[config.mk]
export PLATFORM = sky130hd
export DESIGN_NAME = mux_frame_scheduler_flat
export DESIGN_NICKNAME = d
export VERILOG_FILES = /design/src/rtl/mux_frame_scheduler_if.sv /design/src/rtl/mux_frame_scheduler.sv /design/src/flat_wrapper.sv
export SDC_FILE = /design/constraint.sdc
export NUM_CORES = 1
export LEC_CHECK = 0
export CAP_MARGIN = 0
export CORE_MARGIN = 2
export CORE_UTILIZATION = 56
export CTS_CLUSTER_SIZE = 30
export DETAILED_ROUTE_END_ITERATION = 12
export HOLD_SLACK_MARGIN = 0.02
export PLACE_DENSITY = 0.85
export RECOVER_POWER = 25
export SYNTH_ARGS = -nofsm -noshare
export SYNTH_HDL_FRONTEND = slang
export SYNTH_SLANG_ARGS = --single-unit
[constraint.sdc]
create_clock -name clk -period 6.7 [get_ports clk]
set_input_delay 1.34 -clock clk [delete_from_list [all_inputs] [get_ports clk]]
set_output_delay 1.34 -clock clk [all_outputs]
set_load 0.01 [all_outputs]
[src/rtl/mux_frame_scheduler_if.sv]
// rtl/mux_frame_scheduler_if.sv - mux selector and serial TX handshake bundle
// Purpose: groups the scheduler's two bus-side links in one interface.
//   mux link : selector, data_lock (scheduler -> mux), mux_data (mux -> scheduler)
//   tx link  : tx_data, tx_valid (scheduler -> transmitter), tx_ready (transmitter -> scheduler)
// Modports: master = scheduler side, slave = mux/transmitter side.
interface mux_frame_scheduler_if #(
  parameter int SEL_W  = 8,
  parameter int DATA_W = 16
);
  logic [SEL_W-1:0]  selector;
  logic              data_lock;
  logic [DATA_W-1:0] mux_data;
  logic [DATA_W-1:0] tx_data;
  logic              tx_valid;
  logic              tx_ready;

  modport master (
    output selector, data_lock, tx_data, tx_valid,
    input  mux_data, tx_ready
  );

  modport slave (
    input  selector, data_lock, tx_data, tx_valid,
    output mux_data, tx_ready
  );
endinterface

[src/rtl/mux_frame_scheduler.sv]
// rtl/mux_frame_scheduler.sv - steps the telemetry mux and streams one serial frame
// Purpose: on start, walks the mux selector over word indices 0..NUM_WORDS-1, strobes
//   data_lock, captures the registered mux output and hands each word to the serial
//   transmitter over valid/ready; optionally appends a modulo-2^16 checksum word.
// Ports:
//   clk, reset  : rising-edge clock, synchronous active-high reset
//   start       : frame request level, only looked at while idle
//   bus         : master side of mux_frame_scheduler_if (selector/data_lock/mux_data,
//                 tx_data/tx_valid/tx_ready)
//   busy        : high from leaving idle until back in idle
//   frame_done  : one-cycle pulse after the last word of a frame is accepted
//   frame_cnt   : completed frames, wraps at 16 bits
module mux_frame_scheduler #(
  parameter int NUM_WORDS = 32,
  parameter int SEL_W     = 8,
  parameter int DATA_W    = 16,
  parameter bit CSUM_EN   = 1'b1
) (
  input  logic                   clk,
  input  logic                   reset,
  input  logic                   start,
  mux_frame_scheduler_if.master  bus,
  output logic                   busy,
  output logic                   frame_done,
  output logic [15:0]            frame_cnt
);

  typedef enum logic [2:0] {
    IDLE, LOCK, WAIT, LOAD, SEND, CSUM, DONE
  } state_t;

  state_t            state, next_state;
  logic [SEL_W-1:0]  idx;
  logic [DATA_W-1:0] sum;
  logic              last_word;

  assign last_word = (idx == SEL_W'(NUM_WORDS - 1));

  // State register
  always_ff @(posedge clk) begin
    if (reset) state <= IDLE;
    else       state <= next_state;
  end

  // Next-state logic
  always_comb begin
    next_state = state;
    case (state)
      IDLE: if (start) next_state = LOCK;
      LOCK: next_state = WAIT;
      WAIT: next_state = LOAD;
      LOAD: next_state = SEND;
      SEND: begin
        if (bus.tx_ready) begin
          if (!last_word)   next_state = LOCK;
          else if (CSUM_EN) next_state = CSUM;
          else              next_state = DONE;
        end
      end
      // First CSUM cycle only loads the sum; the accept can come from the second on.
      CSUM: if (bus.tx_valid && bus.tx_ready) next_state = DONE;
      DONE: next_state = IDLE;
      default: next_state = IDLE;
    endcase
  end

  // Outputs decoded from state; the selector is the word index register itself,
  // which only moves on the transitions into LOCK.
  always_comb begin
    bus.selector  = idx;
    bus.data_lock = (state == LOCK);
    busy          = (state != IDLE);
    frame_done    = (state == DONE);
  end

  // Datapath: word index, checksum, transmit holding register, frame counter
  always_ff @(posedge clk) begin
    if (reset) begin
      idx          <= '0;
      sum          <= '0;
      bus.tx_data  <= '0;
      bus.tx_valid <= 1'b0;
      frame_cnt    <= '0;
    end else begin
      case (state)
        IDLE: begin
          if (start) begin
            idx <= '0;
            sum <= '0;
          end
        end
        LOAD: begin
          bus.tx_data  <= bus.mux_data;
          bus.tx_valid <= 1'b1;
          sum          <= sum + bus.mux_data;
        end
        SEND: begin
          if (bus.tx_ready) begin
            bus.tx_valid <= 1'b0;
            if (!last_word) idx <= idx + 1'b1;
          end
        end
        CSUM: begin
          if (!bus.tx_valid) begin
            bus.tx_data  <= sum;
            bus.tx_valid <= 1'b1;
          end else if (bus.tx_ready) begin
            bus.tx_valid <= 1'b0;
          end
        end
        DONE: frame_cnt <= frame_cnt + 16'd1;
        default: ;
      endcase
    end
  end

endmodule

[src/flat_wrapper.sv]
// flat-port wrapper written by rule: the top's interface ports become plain ports
module mux_frame_scheduler_flat 
#(
  parameter int NUM_WORDS = 32,
  parameter int SEL_W     = 8,
  parameter int DATA_W    = 16,
  parameter bit CSUM_EN   = 1'b1
)
  (clk, reset, start, busy, frame_done, frame_cnt, bus_selector, bus_data_lock, bus_tx_data, bus_tx_valid, bus_mux_data, bus_tx_ready);
  mux_frame_scheduler_if #(.SEL_W(SEL_W), .DATA_W(DATA_W)) bus_i ();
  input  logic clk;
  input  logic reset;
  input  logic start;
  output logic busy;
  output logic frame_done;
  output logic [15:0] frame_cnt;
  output wire logic [$bits(bus_i.selector)-1:0] bus_selector;
  output wire logic [$bits(bus_i.data_lock)-1:0] bus_data_lock;
  output wire logic [$bits(bus_i.tx_data)-1:0] bus_tx_data;
  output wire logic [$bits(bus_i.tx_valid)-1:0] bus_tx_valid;
  input wire logic [$bits(bus_i.mux_data)-1:0] bus_mux_data;
  input wire logic [$bits(bus_i.tx_ready)-1:0] bus_tx_ready;
  assign bus_selector = bus_i.selector;
  assign bus_data_lock = bus_i.data_lock;
  assign bus_tx_data = bus_i.tx_data;
  assign bus_tx_valid = bus_i.tx_valid;
  assign bus_i.mux_data = bus_mux_data;
  assign bus_i.tx_ready = bus_tx_ready;
  mux_frame_scheduler #(.NUM_WORDS(NUM_WORDS), .SEL_W(SEL_W), .DATA_W(DATA_W), .CSUM_EN(CSUM_EN)) u_core (.clk(clk), .reset(reset), .start(start), .bus(bus_i), .busy(busy), .frame_done(frame_done), .frame_cnt(frame_cnt));
endmodule
==> flow_metrics.py, run 1 <==
metrics = {
    "outcome": {
        "outcome": "complete, but fails checks",
        "failed_checks": "max-capacitance violations, max-slew violations",
    },
    "clock_tree": {
        "cts_tree": "yes",
        "cts_resized": 0,
        "htreeDepth": 3,
        "clkLatencyLatePin_ps": 340,
        "clk_pin_slew_ps": 70,
        "cts-root-buf": "clkbuf_8",
        "post_cts_buffers": 0,
        "cts_made_buffers": 9,
        "cts_max_path_buffers": 2,
        "cts_sinks": 60,
        "cts_hold_buf": 0,
    },
    "grt": {
        "grt_usage": 0.249,
        "antenna_found_initial": 0,
        "overflow": 0,
        "grt_pass1_vias": 2801,
        "grt_pass1_wl_um": 12800,
        "grt_start_max_net_pins": 47,
    },
    "power": {
        "ir_worst_vdd_mv": 0.126,
        "p_leak_uw": 0.00165,
        "powerDensity_mw_per_mm2": 192,
    },
    "floorplan": {
        "rows": 28,
        "start_util": 0.576,
        "die_x_um": 81.6,
        "die_h_um": 81.6,
        "die_area_mm2": 0.00665,
        "coreArea_mm2": 0.00585,
        "ios": 64,
    },
    "critical_path": {
        "critical_path_class": "input pin to flip-flop",
        "critPathCaptureType": "flip-flop",
        "startpoint_type": "input pin",
        "worstPathArrival_ps": 4240,
        "rrSetupSlack_ps": 4260,
        "worstPathCellList": "dlygate4sd3_1 > clkbuf_1 > nor2_1 > a32o_1",
        "crit_path_top_delay_cell": "clkbuf_1",
        "worst_path_largest_cell_delay_ps": 1420,
        "crit_end": "u_core.sum[8]$_SDFFE_PP0P_",
        "r2r_end": "u_core.sum[12]$_SDFFE_PP0P_",
        "startpoint": "reset",
        "worstRegToRegCells": 8,
        "cp.required_ps": 6940,
        "r2r-start": "u_core.sum[0]$_SDFFE_PP0P_",
        "path_max_fanout": 46,
    },
    "placed_design": {
        "place_hpwl_um": 5640,
        "portBuffers": 63,
        "placedInstanceArea_mm2": 0.00402,
        "gp_congestion": 0.921,
    },
    "yosys": {
        "ys_seq_area_frac": 0.357,
        "synth_xor_area_frac": 0.0650,
        "muxShareOfSynthArea": 0.0505,
        "synth_compound_area_frac": 0.198,
        "yosys.area.top_type_share": 0.357,
        "syn_inst": 392,
        "synth_seq_cells": 60,
        "synth_fa_ha_area_frac": 0.0691,
        "synth_area_mm2": 0.00337,
        "ys_types": 57,
        "synth-edff-count": 0,
        "synthFlopType": "dfxtp_1",
        "synth_top_family_by_area": "simple AND/OR/NAND/NOR gates",
        "yosysTopAreaCell": "dfxtp_1",
        "synth_top_cells_by_area": "dfxtp_1, ha_1, nor2_1, mux2i_1, a211oi_1",
        "synth.net_count": 430,
        "yosysWarningCount": 0,
        "yosys.area_share.simple": 0.221,
        "synth.avg_cell_area_um2": 8.59,
        "async_flop_share": 0,
    },
    "run": {
        "maxCapViolCount": 1,
    },
    "sta": {
        "relSlewSlack": -0.325,
        "fmax_mhz": 250,
        "skew_ps": 8.50,
        "tightest_slew_ps": 1990,
        "slew_viol_final": 47,
        "fin_crit_ps": 4000,
        "hold_viol": 0,
        "setup-tns-final_ps": 0,
        "layout_worst_path_cycle_share": 0.597,
        "rsz0062_at_grt": "no",
        "setup-violations-final": 0,
    },
    "cells_and_area": {
        "fin_area_mm2": 0.00418,
        "antennaDiodeCount": 0,
        "syn2layout_area_growth_pct": 24.1,
        "final_common_cell": "dfxtp_1",
        "drive_above_1_share": 0.0595,
        "mostFrequentLayoutCells": "dfxtp_1, clkdlybuf4s50_1, nor2_1, nand2_1, a211oi_1",
        "nets": 487,
    },
    "drt": {
        "highest_layer": "met4",
        "dr.pass1.iters": 5,
        "drt-wirelength-per-cell_um": 14.6,
        "wl_met3_um": 501,
        "drc_errors": 0,
        "met1_length_um": 3690,
        "routed_wl_um": 7720,
        "vias_per_cell": 5.82,
        "ant_nets": 0,
        "vias": 3081,
        "met2_length_um": 3400,
        "dr.first_iter.drc_count": 210,
    },
    "min_path": {
        "hp-start": "u_core.sum[6]$_SDFFE_PP0P_",
        "hold_path.class": "flip-flop to flip-flop",
    },
}
==> power by group <==
| part | internal [uW] | switching (uW) |
|---|---|---|
| combinational | 63.1 | 70.2 |
| clock | 142 | 145 |
| sequential | 370 | 14.3 |
| total | 574 | 230 |
==> Yosys cell counts (3+ instances only) <==
cell type   n
nor2_1     52
a211oi_1   20
buf_2       7
a211o_1     3
a32o_1      4
xnor2_1    17
xor2_1      8
o21ai_0    15
or3_1       9
inv_1      11
a21oi_1    16
nor2b_1     5
nand4_1     8
or2_2       3
nor3_1      9
mux2i_1    17
a21o_1      9
nand2_1    26
nor4_1      4
nand3_1    11
buf_4       3
o211ai_1    5
dfxtp_1    60
ha_1       17
a22oi_1     4
clkbuf_1    9
==> worst min-delay path by stage <==
stage                                 endpoint  cells past startpoint
floorplan           u_core.sum[6]$_SDFFE_PP0P_                      2
finish              u_core.sum[6]$_SDFFE_PP0P_                      2
global route        u_core.sum[6]$_SDFFE_PP0P_                      2
CTS                 u_core.sum[6]$_SDFFE_PP0P_                      2
detailed placement  u_core.sum[6]$_SDFFE_PP0P_                      2
global placement    u_core.sum[6]$_SDFFE_PP0P_                      2
==> sequential cells by signal (all words and copies together), names as in the netlist <==
signal,flops
u_core.sum,16
u_core.frame_cnt,16
u_core.bus.tx_valid,1
u_core.state,3
u_core.bus.tx_data,16
u_core.bus.selector,8
==> critical path, delay by kind of cell <==
kind | cells | cell delay, ps
AOI/OAI and AO/OA | 1 | 390
and+or+nand+nor | 1 | 550
buffers and inverters | 2 | 1940
==> metal layers <==
layer | GRT usage | up-vias
li1 | - | 1549
met1 | 0.352 | 1417
met2 | 0.371 | 105
met3 | 0.0418 | 10
met4 | 0.112 | 0
met5 | 0 | -
==> final cells by class <==
| type | instances | area, um2 |
|---|---|---|
| repair buffers | 65 | 642 |
| well taps | 75 | 93.8 |
| multi-input cells | 302 | 2030 |
| inverters | 11 | 41.3 |
| clock buffers | 11 | 141 |
| flip-flops and latches | 60 | 1200 |
| fillers | 460 | 1670 |
| clock inverters | 5 | 27.5 |
==> stage by stage <==
step           total power [uW]  cells  setup slack (ps)   util  hold WS (ps)
4_1_cts                     807    529              3150  0.715           487
3_5_place_dp                526    513              2780  0.686           475
3_3_place_gp                523    513              2900  0.686           461
5_1_grt                     840    529              2450  0.715           512
6_report                    804    529              2700  0.715           488
2_1_floorplan               475    392              3570      -           448
==> cell families (layout without fill, tap and decap cells) <==
| family | count (synthesis) | in the layout |
|---|---|---|
| AO/OA/AOI/OAI | 96 | 96 |
| XOR/XNOR | 25 | 25 |
| adder cells (fa/ha/maj) | 18 | 18 |
| buffers and inverters | 30 | 92 |
| flip-flops | 60 | 60 |
| multiplexers | 17 | 17 |
| AND/OR/NAND/NOR | 146 | 146 |
Note: power is estimated with default switching activity, not from simulation.
==> inputs of run 2 (changes only) <==
--- a/config.mk
+++ b/config.mk
@@ -7,11 +7,11 @@
 export LEC_CHECK = 0
 export CAP_MARGIN = 0
 export CORE_MARGIN = 2
-export CORE_UTILIZATION = 56
+export CORE_UTILIZATION = 47
 export CTS_CLUSTER_SIZE = 30
 export DETAILED_ROUTE_END_ITERATION = 12
 export HOLD_SLACK_MARGIN = 0.02
-export PLACE_DENSITY = 0.85
+export PLACE_DENSITY = 0.76
 export RECOVER_POWER = 25
 export SYNTH_ARGS = -nofsm -noshare
 export SYNTH_HDL_FRONTEND = slang
==> constraint.sdc (replaced) <==
create_clock -name clk -period 3.61 [get_ports clk]
set_input_delay 0.722 -clock clk [delete_from_list [all_inputs] [get_ports clk]]
set_output_delay 0.722 -clock clk [all_outputs]
set_load 0.01 [all_outputs]
==> run 2 against run 1 <==
The flow now finishes without violations. Count of clock-buffer cells in the layout rose by 1. Global-route usage fell by 3.5 points. Sequential power rose by 85%. Setup slack got worse by 2100 ps. Via count fell by 0.65%. Utilization fell by 9.4 points. Clock power rose by 130%. Flip-flop and latch count did not move. Clock skew fell by 1.2 ps. Power rose by 100%. Critical path depth rose by 5. Worst hold slack got worse by 4.3 ps. Critical endpoint is now u_core.sum[12]$_SDFFE_PP0P_.
==> flow_metrics.py, run 2 (synthesized netlist as in run 1, its figures left out) <==
metrics = {
    "outcome": {
        "outcome": "complete, no violations",
    },
    "sta": {
        "rsz0062_at_grt": "no",
        "fmax_mhz": 332,
        "layout_worst_path_cycle_share": 0.835,
        "setup-tns-final_ps": 0,
        "slew_viol_final": 0,
        "hold_viol": 0,
        "setup-violations-final": 0,
        "fin_crit_ps": 3010,
        "skew_ps": 7.27,
        "relSlewSlack": 0.610,
        "tightest_slew_ps": 584,
    },
    "drt": {
        "vias": 3061,
        "dr.first_iter.drc_count": 191,
        "routed_wl_um": 7980,
        "vias_per_cell": 5.55,
        "ant_nets": 0,
        "drc_errors": 0,
        "dr.pass1.iters": 4,
        "drt-wirelength-per-cell_um": 14.4,
    },
    "power": {
        "ir_worst_vdd_mv": 0.237,
        "p_leak_uw": 0.00169,
        "finalPower_uw": 1630,
        "powerDensity_mw_per_mm2": 383,
    },
    "grt": {
        "grt_start_max_net_pins": 33,
        "grt_pass1_vias": 2806,
        "grt_pass1_wl_um": 13200,
        "overflow": 0,
        "antenna_found_initial": 0,
        "grt_usage": 0.214,
    },
    "clock_tree": {
        "post_cts_buffers": 0,
        "cts_resized": 0,
        "clkLatencyLatePin_ps": 340,
        "htreeDepth": 3,
        "cts_max_path_buffers": 2,
        "cts_sinks": 60,
        "clk_pin_slew_ps": 70,
        "cts_hold_buf": 0,
        "cts_made_buffers": 9,
        "cts-root-buf": "clkbuf_8",
        "cts_tree": "yes",
    },
    "floorplan": {
        "coreArea_mm2": 0.00687,
        "start_util": 0.490,
        "rows": 30,
        "die_h_um": 88.7,
        "die_area_mm2": 0.00786,
        "die_x_um": 88.7,
        "ios": 64,
    },
    "placed_design": {
        "gp_congestion": 0.962,
        "place_inst": 536,
        "place_hpwl_um": 5850,
        "portBuffers": 63,
    },
    "critical_path": {
        "worstPathCellList": "clkdlybuf4s50_1 > ha_1 > inv_1 > fa_1 > nor2b_1 > o211ai_2 > a2111oi_0 > o21ai_0 > a32o_1",
        "path_max_fanout": 6,
        "crit_end": "u_core.sum[12]$_SDFFE_PP0P_",
        "r2r_end": "u_core.sum[12]$_SDFFE_PP0P_",
        "startpoint_type": "input pin",
        "rrSetupSlack_ps": 1130,
        "worstRegToRegCells": 8,
        "worst_path_largest_cell_delay_ps": 520,
        "worstPathArrival_ps": 3250,
        "r2r-start": "u_core.sum[0]$_SDFFE_PP0P_",
        "cp.required_ps": 3850,
        "critPathCaptureType": "flip-flop",
        "critical_path_class": "input pin to flip-flop",
        "startpoint": "bus_mux_data[0]",
        "crit_path_top_delay_cell": "a2111oi_0",
    },
    "cells_and_area": {
        "stdcell_count": 552,
        "syn2layout_area_growth_pct": 26.5,
        "antennaDiodeCount": 0,
        "mostFrequentLayoutCells": "dfxtp_1, nor2_1, clkdlybuf4s50_1, nand2_1, a211oi_1",
        "fin_util": 0.620,
        "n_fill_cell": 609,
        "final_common_cell": "dfxtp_1",
        "reg_top3": "u_core.bus.tx_data x16, u_core.frame_cnt x16, u_core.sum x16",
        "nets": 489,
        "drive_above_1_share": 0.0614,
    },
    "min_path": {
        "hp-start": "u_core.sum[6]$_SDFFE_PP0P_",
        "hold_path.class": "flip-flop to flip-flop",
    },
    "run": {
        "maxCapViolCount": 0,
    },
}
-- run 2: cell types whose count changed in the layout (fill, tap and decap cells not counted), moves of 2 or more --
cell	delta
buf_4	+3
clkinv_2	-3
clkdlybuf4s50_1	-7
dlygate4sd3_1	+7
bufinv_16	+2
-- run 2: metrics by stage --
step,setup WS (ps),hold slack (ps),instance area (um2)
2_1_floorplan,1100,448,3370
3_3_place_gp,417,469,4060
3_5_place_dp,296,474,4060
4_1_cts,631,483,4280
5_1_grt,452,507,4260
6_report,597,484,4260
-- run 2: where the power goes --
part,internal [uW],switching (uW),leakage [uW]
logic,117,132,0.00110
clock network,407,266,0.000107
registers,686,25.6,0.000485
-- run 2: worst min path at each step --
stage | end | depth (start not counted)
after global placement | u_core.sum[14]$_SDFFE_PP0P_ | 2
final | u_core.sum[6]$_SDFFE_PP0P_ | 2
after floorplan | u_core.sum[6]$_SDFFE_PP0P_ | 2
after CTS | u_core.sum[6]$_SDFFE_PP0P_ | 2
after detailed placement | u_core.sum[6]$_SDFFE_PP0P_ | 2
after global routing | u_core.sum[6]$_SDFFE_PP0P_ | 2
-- run 2: layer usage --
| metal | vias to the layer above | GRT usage | share of wire |
|---|---|---|---|
| met5 | - | 0 | 0 |
| met4 | 0 | 0.0840 | 0.022 |
| met3 | 16 | 0.0522 | 0.048 |
| met2 | 85 | 0.319 | 0.44 |
| met1 | 1412 | 0.299 | 0.49 |
| li1 | 1548 | - | - |
-- run 2: critical path: cells and delay by family --
family	cells	cell delay [ps]
AND/OR/NAND/NOR	1	210
AO/OA/AOI/OAI	4	1120
buffers and inverters	2	570
adder cells (fa/ha/maj)	2	620
-- run 2: area by class of cell --
cell class | instances | area, um2 | share of cell area
multi-input cells | 302 | 2020 | 0.474
flip-flops and latches | 60 | 1200 | 0.282
repair buffers | 67 | 661 | 0.155
clock buffers | 12 | 145 | 0.0341
well taps | 96 | 120 | 0.0282
clock inverters | 4 | 72.6 | 0.0170
inverters | 11 | 41.3 | 0.00969
==> inputs of run 3 (changes only) <==
==> constraint.sdc (replaced) <==
create_clock -name clk -period 2.7 [get_ports clk]
set_input_delay 0.54 -clock clk [delete_from_list [all_inputs] [get_ports clk]]
set_output_delay 0.54 -clock clk [all_outputs]
set_load 0.01 [all_outputs]
==> run 3 against run 2 <==
Setup slack worse by 480 ps. Largest power group unchanged. Clock power increased by 4.8%. Combinational power increased by 46%. Cell count increased by 3.3%. Critical endpoint is now u_core.sum[8]$_SDFFE_PP0P_.
==> flow_metrics.py, run 3 (synthesized netlist as in run 1, its figures left out) <==
metrics = {
    "cells_and_area": {
        "mostFrequentLayoutCells": "dfxtp_1, nor2_1, clkdlybuf4s50_1, nand2_1, buf_4",
        "reg_top3": "u_core.bus.tx_data x16, u_core.frame_cnt x16, u_core.sum x16",
        "final_common_cell": "dfxtp_1",
        "fin_area_mm2": 0.00439,
        "antennaDiodeCount": 0,
        "n_fill_cell": 622,
        "nets": 510,
        "syn2layout_area_growth_pct": 30.3,
        "stdcell_count": 570,
        "drive_above_1_share": 0.110,
    },
    "critical_path": {
        "critical_path_class": "input pin to flip-flop",
        "rrSetupSlack_ps": 470,
        "startpoint_type": "input pin",
        "path_max_fanout": 5,
        "crit_path_top_delay_cell": "clkdlybuf4s50_1",
        "worst_path_largest_cell_delay_ps": 510,
        "cp.required_ps": 2930,
        "worstPathArrival_ps": 2820,
        "critPathCaptureType": "flip-flop",
        "cp_top_family": "buffers and inverters",
        "worstPathCellList": "clkdlybuf4s50_1 > ha_1 > inv_1 > fa_1 > nor2b_2 > o211ai_2 > buf_4 > a211oi_1 > o21ai_0 > a32o_1",
        "cp_num_buf_inv": 3,
    },
    "floorplan": {
        "die_x_um": 88.7,
        "die_h_um": 88.7,
        "coreArea_mm2": 0.00687,
        "start_util": 0.490,
        "die_area_mm2": 0.00786,
        "rows": 30,
        "ios": 64,
    },
    "drt": {
        "dr.pass1.iters": 4,
        "ant_nets": 0,
        "vias": 3190,
        "dr.first_iter.drc_count": 143,
        "vias_per_cell": 5.60,
        "drc_errors": 0,
        "routed_wl_um": 8260,
        "drt-wirelength-per-cell_um": 14.5,
    },
    "placed_design": {
        "gp_congestion": 0.928,
        "place_hpwl_um": 6180,
        "portBuffers": 63,
        "placedInstanceArea_mm2": 0.00422,
        "dp_slack_ps": -290,
        "place_inst": 557,
    },
    "sta": {
        "setup_slack_ps": 113,
        "holdWs_ps": 484,
        "relSlewSlack": 0.225,
        "fmax_mhz": 387,
        "layout_worst_path_cycle_share": 0.958,
        "slew_viol_final": 0,
        "tightest_slew_ps": 1160,
        "skew_ps": 6.23,
        "hold_viol": 0,
        "setup-violations-final": 0,
        "fin_crit_ps": 2590,
    },
    "power": {
        "comb_power_share": 0.180,
        "seqPwrFrac": 0.470,
        "finalPower_uw": 2020,
        "p_sw_uw": 558,
        "switching_share": 0.277,
        "ir_worst_vdd_mv": 0.256,
        "p_int_uw": 1460,
        "powerDensity_mw_per_mm2": 459,
        "p_leak_uw": 0.00179,
        "power_frac_clock": 0.349,
    },
    "run": {
        "maxCapViolCount": 0,
    },
    "clock_tree": {
        "cts_made_buffers": 9,
        "cts_max_path_buffers": 2,
        "cts_hold_buf": 0,
        "cts_sinks": 60,
        "cts-root-buf": "clkbuf_8",
        "clkLatencyLatePin_ps": 330,
        "clk_pin_slew_ps": 60,
        "cts_tree": "yes",
        "htreeDepth": 3,
    },
    "grt": {
        "grt_start_max_net_pins": 45,
        "grt_usage": 0.225,
        "antenna_found_initial": 0,
        "overflow": 0,
        "grt_pass1_wl_um": 13800,
        "grt_pass1_vias": 3030,
    },
    "outcome": {
        "outcome": "complete, no violations",
    },
    "min_path": {
        "hold_path.class": "flip-flop to flip-flop",
    },
}
run 3: final cells by class:
class                   count  area [um2]  area share
multi-input cells         302        2050       0.467
well taps                  96         120      0.0274
inverters                  11        41.3     0.00940
clock buffers              11         151      0.0345
repair buffers             88         816       0.186
flip-flops and latches     60        1200       0.274
clock inverters             2        12.5     0.00285
run 3: worst register-to-register path: stages, from the launching register on:
cell and delay [ps]:
dfxtp_1 360, ha_1 190, inv_1 60, fa_1 410, nor2b_2 160, o211ai_2 110
buf_4 180, a211oi_1 260, o21ai_0 120, a32o_1 260
run 3: stage by stage:
stage	TNS, ps	util
after floorplan	0	-
after global placement	-577	0.614
after detailed placement	-1030	0.614
after CTS	0	0.638
after global routing	-8.59	0.639
final	0	0.639
run 3: power by group through the flow:
| stage | clock network [uW] | registers [uW] | logic, uW |
|---|---|---|---|
| 5_1_grt | 758 | 952 | 403 |
| 6_report | 705 | 949 | 364 |
| 3_5_place_dp | 0 | 969 | 366 |
| 3_3_place_gp | 0 | 967 | 357 |
| 2_1_floorplan | 0 | 965 | 213 |
| 4_1_cts | 720 | 949 | 369 |
run 3: layer usage:
layer  track usage  vias up  share of wire
met5             0        -              0
met4        0.0950        0          0.016
met3        0.0401       10          0.068
met2         0.360       90           0.46
met1         0.299     1500           0.45
li1              -     1590              -
run 3: repair_timing:
action / CTS / global route
gates resized for setup: 0 / 4
endpoints found under the setup margin: 0 / 3
buffers inserted: 0 / 0
run 3: path summary, 6_finish.rpt:
kind                               from                    endpoint  depth (start not counted)
max                     bus_mux_data[0]  u_core.sum[8]$_SDFFE_PP0P_                         10
min          u_core.sum[6]$_SDFFE_PP0P_  u_core.sum[6]$_SDFFE_PP0P_                          2
max reg2reg  u_core.sum[0]$_SDFFE_PP0P_  u_core.sum[8]$_SDFFE_PP0P_                          9
min reg2reg  u_core.sum[6]$_SDFFE_PP0P_  u_core.sum[6]$_SDFFE_PP0P_                          2
